**config.mk**
```make
export PLATFORM = sky130hd
export DESIGN_NAME = hbconsole_mux
export DESIGN_NICKNAME = d
export VERILOG_FILES = /design/src/rtl/hbconsole_mux.sv
export SDC_FILE = /design/constraint.sdc
export NUM_CORES = 1
export LEC_CHECK = 0
export ABC_AREA = 1
export CAP_MARGIN = 30
export CORE_MARGIN = 2
export CORE_UTILIZATION = 47
export DETAILED_ROUTE_END_ITERATION = 10
export MAX_ROUTING_LAYER = met4
export PLACE_DENSITY = 0.84
export SYNTH_ARGS = -nofsm -noshare
export SYNTH_HDL_FRONTEND = slang
export SYNTH_SLANG_ARGS = --single-unit
```
**constraint.sdc**
```tcl
create_clock -name i_clk -period 1.85 [get_ports i_clk]
set_input_delay 0.185 -clock i_clk [delete_from_list [all_inputs] [get_ports i_clk]]
set_output_delay 0.185 -clock i_clk [all_outputs]
set_load 0.01 [all_outputs]
```
**src/rtl/hbconsole_mux.sv**
```systemverilog
// hbconsole_mux: merges console/hexbus 7-bit tx streams into one tagged UART byte stream and splits rx bytes back.
// Ports: i_clk/i_rst clock and async active-high reset; i_con_*/o_con_busy console tx source;
// i_hb_*/o_hb_busy hexbus tx source; o_tx_stb/o_tx_data/i_tx_busy UART tx sink;
// i_rx_stb/i_rx_data UART rx byte; o_hb_stb/o_hb_data and o_con_stb/o_con_data split rx streams.
// Byte bit 7 tags the channel: 1 = hexbus, 0 = console.
module hbconsole_mux #(
  parameter int LGTIMEOUT = 10
) (
  input  logic       i_clk,
  input  logic       i_rst,
  input  logic       i_con_stb,
  input  logic [6:0] i_con_data,
  output logic       o_con_busy,
  input  logic       i_hb_stb,
  input  logic [6:0] i_hb_data,
  output logic       o_hb_busy,
  output logic       o_tx_stb,
  output logic [7:0] o_tx_data,
  input  logic       i_tx_busy,
  input  logic       i_rx_stb,
  input  logic [7:0] i_rx_data,
  output logic       o_hb_stb,
  output logic [6:0] o_hb_data,
  output logic       o_con_stb,
  output logic [6:0] o_con_data
);
  typedef enum logic {IDLE, HB_LOCK} state_t;
  state_t                 r_state;
  logic                   r_last_hb;
  logic [LGTIMEOUT-1:0]   r_idle;
  logic                   w_ready, w_sel_hb, w_sel_con, w_hb_acc, w_con_acc;
  always_comb begin
    w_ready    = !o_tx_stb || !i_tx_busy;
    // on a tie the source not served last wins; the lock excludes the console entirely
    w_sel_hb   = (r_state == HB_LOCK) ? i_hb_stb : i_hb_stb && (!i_con_stb || !r_last_hb);
    w_sel_con  = (r_state == IDLE) && i_con_stb && (!i_hb_stb || r_last_hb);
    w_hb_acc   = w_sel_hb && w_ready;
    w_con_acc  = w_sel_con && w_ready;
    o_hb_busy  = !w_hb_acc;
    o_con_busy = !w_con_acc;
  end
  always_ff @(posedge i_clk or posedge i_rst) begin
    if (i_rst) begin
      r_state   <= IDLE;
      r_last_hb <= 1'b0;
      r_idle    <= '0;
      o_tx_stb  <= 1'b0;
      o_tx_data <= 8'h00;
    end else begin
      if (w_ready) begin
        o_tx_stb  <= w_hb_acc || w_con_acc;
        o_tx_data <= w_hb_acc ? {1'b1, i_hb_data} : w_con_acc ? {1'b0, i_con_data} : o_tx_data;
        r_last_hb <= w_hb_acc ? 1'b1 : w_con_acc ? 1'b0 : r_last_hb;
      end
      // a newline ends the hexbus word; a run of 2^LGTIMEOUT accept-free cycles abandons it
      if (w_hb_acc) begin
        r_state <= (i_hb_data == 7'h0a) ? IDLE : HB_LOCK;
        r_idle  <= '0;
      end else if (r_state == HB_LOCK) begin
        r_state <= (&r_idle) ? IDLE : HB_LOCK;
        r_idle  <= r_idle + 1'b1;
      end else begin
        r_idle  <= '0;
      end
    end
  end
  always_ff @(posedge i_clk or posedge i_rst) begin
    if (i_rst) begin
      o_hb_stb   <= 1'b0;
      o_hb_data  <= 7'h00;
      o_con_stb  <= 1'b0;
      o_con_data <= 7'h00;
    end else begin
      o_hb_stb   <= i_rx_stb && i_rx_data[7];
      o_con_stb  <= i_rx_stb && !i_rx_data[7];
      o_hb_data  <= i_rx_stb ? i_rx_data[6:0] : o_hb_data;
      o_con_data <= i_rx_stb ? i_rx_data[6:0] : o_con_data;
    end
  end
endmodule

```
==> metrics.md <==
| Metric | Value |
|---|---|
| Post-DP HPWL | 2420 um |
| Final period utilization | between 70% and 80% |
| Post-synth top area cell | dfrtp_1 |
| Syn Area/Cell | 9.06 sq um |
| Max Freq | 679 MHz |
| Reg2reg setup slack | 0.58 ns |
| Clock-pin slew on the worst setup and hold paths | 0.09 ns |
| Clk sinks | 29 |
| Post-layout utilization of the core | 69.5% |
| Largest net degree at the start of global routing | 30 |
| CTS H-tree lvls | 2 |
| Distinct cells, synth | 25 |
| Worst-Skew Late Latency | 0.33 ns |
| Syn-to-layout area delta | 40.4% |
| Total GRT Usage | 19.2% |
| Place WS | 0.106 ns |
| Syn Inst Count | 168 |
| Commonest non-fill, non-tap cell in the layout | clkdlybuf4s50_1 |
| Number of max-cap violations | 0 |
| Initial antenna violation count | 0 |
| Setup ws final | 0.378 ns |
| # DRC | 0 |
| YS warnings | 0 |
| Overflow after GRT | 0 |
| Path depth of the worst reg2reg path | 6 |
| CP Data Arrival Time | ~1.3 ns |
| Leak pwr | 1.03 nW |
| Worst hold path class | in2async |
| PwrDens | 926 nW/um^2 |
| Top cells by area, synth | dfrtp_1, nand2_1, nand3_2 |
| Outcome | complete, no violations |
| Fin crit period | 1.47 ns |
| Die Area | about 3700 sq um |
| First-pass DRT Iterations | 4 |
| Netlist Area Pre-Place | 1520 sq um |
| Placed cell count | approximately 260 |
| Crit path capture type | output pin |
| R2R Path End | r_state |
| Syn nets | 197 |
| Post-route ant nets | 0 |
| Die width | a little over 60 um |
| Num CTS Buffers | 5 |
| Finished Layout Cells | 269 |
| WS Path Type | reg2out |
| Worst slew pin tran | 0.358 ns |
| First-pass GRT wire length | 5050 um |
| CTS Root Cell | clkbuf_4 |
| Iteration-0 DRC Markers | 50 |
| Die H | 60.9 um |
| Final hold viol count | 0 |
| Vias in the first global route | 1,187 |
| I/O Pins | 55 |
| Vias | 1,291 |
| RSZ-0062 raised after global routing | no |
| Fill count | 258 |
| Diodes inserted | 0 |
| Endpoints failing setup | 0 |
| Final net count | 253 |
| Setup Skew | 0.00831 ns |
| Total power | 1.98 mW |
| Setup_tns | 0 ns |
| Startpoint Class | flop |
| Yosys reg bits | 29 |
| VDD IR max | approximately 530 uV |
| CTS tree | done |
| Site Rows | 20 |
| PortBufs | 54 |
| Clk buf depth | 2 |
| Via/cell ratio | roughly 4.8 |
| Placer Congestion | about 0.91 |
| Final wirelength | approximately 3100 um |
| Final Max Tran Viols | 0 |
| Placeable core area | 3080 sq um |
| Slew HR | between 70% and 80% |
| Reg-to-reg critical path startpoint | r_idle[0] |
| Seq/Total Area, Yosys | 47.7% |
| Starting Density | between 40% and 50% |
| Share of cells above drive strength 1 | 16.9% |
| CP required | 1.66 ns |
| Yosys top cell area share | 47.7% |
| Routed len/inst | about 12 um |
| Commonest cells after routing, fill and taps aside | clkdlybuf4s50_1, nand2_1, dfrtp_1, inv_1, nor2_1 |
| Worst-path maximum fanout | 8 |
repair_timing:
action / in CTS / in global routing
resized for setup: 0 / 3
hold buffers: 0 / 0
setup buffers: 0 / 0
setup endpoints to repair: 0 / 2
routing by layer:
| metal | GRT usage [%] | share of wire (%) | vias up |
|---|---|---|---|
| li1 | - | - | 648 |
| met1 | 23.9 | 44 | 581 |
| met2 | 29.3 | 46 | 57 |
| met3 | 7.46 | 9.7 | 5 |
| met4 | 4.97 | 0.93 | 0 |
| met5 | - | 0 | - |
cell type report:
| class | count | area, sq um | area share, % |
|---|---|---|---|
| sequential | 29 | 727 | 34.0 |
| multi-input combinational | 110 | 647 | 30.3 |
| timing repair buffer | 60 | 591 | 27.6 |
| inverter | 18 | 67.6 | 3.16 |
| tap | 44 | 55.1 | 2.57 |
| clock buffer | 6 | 41.3 | 1.93 |
| clock inverter | 2 | 10.0 | 0.468 |
sequential cells by signal, summed over array words and instances, names as in the netlist:
name and count:
r_idle 10, o_tx_data 8, o_hb_data 7, o_con_stb 1
o_hb_stb 1, o_tx_stb 1, r_state 1
synthesized netlist by cell type, drive strengths merged:
cell type and count:
nand2 42, dfrtp 29, nand3 28, inv 18, nor2 18, buf 10, nand4 10, nor3 3
xor2 3, a21oi 2, a21boi 1, a31oi 1, and2 1, clkbuf 1, ha 1
worst max-delay path by stage:
stage | to | cells after the start | slack (ns) | from
after detailed placement | o_hb_busy | 4 | 0.11 | i_hb_stb
after CTS | o_con_busy | 4 | 0.04 | o_tx_data[7]
final | o_con_busy | 4 | 0.38 | r_state
after global routing | o_con_busy | 4 | 0.30 | r_state
after global placement | o_hb_busy | 4 | 0.12 | i_hb_stb
after floorplan | o_tx_data[0] | 4 | 0.74 | r_state
where the power goes:
| group | internal, mW | switching, mW |
|---|---|---|
| sequential | 0.755 | 0.0964 |
| combinational | 0.408 | 0.363 |
| clock | 0.144 | 0.213 |
kinds of logic (layout without fill, tap and decap cells):
kind of cell	count (synthesis)	count (layout)	share of synthesized area, %
xor gates and xnor gates	3	3	1.73
and+or+nand+nor	102	102	37.6
adders and majority gates	1	1	0.822
DFF	29	29	47.7
AOI/OAI and AO/OA	4	4	2.30
buffers and inverters	29	86	9.86
critical path, stage by stage (launching register included):
cell            delay [ns]
dfrtp_1               0.42
nor2_4                0.14
buf_4                 0.17
nand3_4               0.06
dlymetal6s2s_1        0.18
through the flow:
stage	area, sq um	hold slack, ns
2_1_floorplan	1520	0.251
3_3_place_gp	2080	0.472
3_5_place_dp	2080	0.480
4_1_cts	2130	0.219
5_1_grt	2140	0.257
6_report	2140	0.211
(Power assumes the default switching activity.)
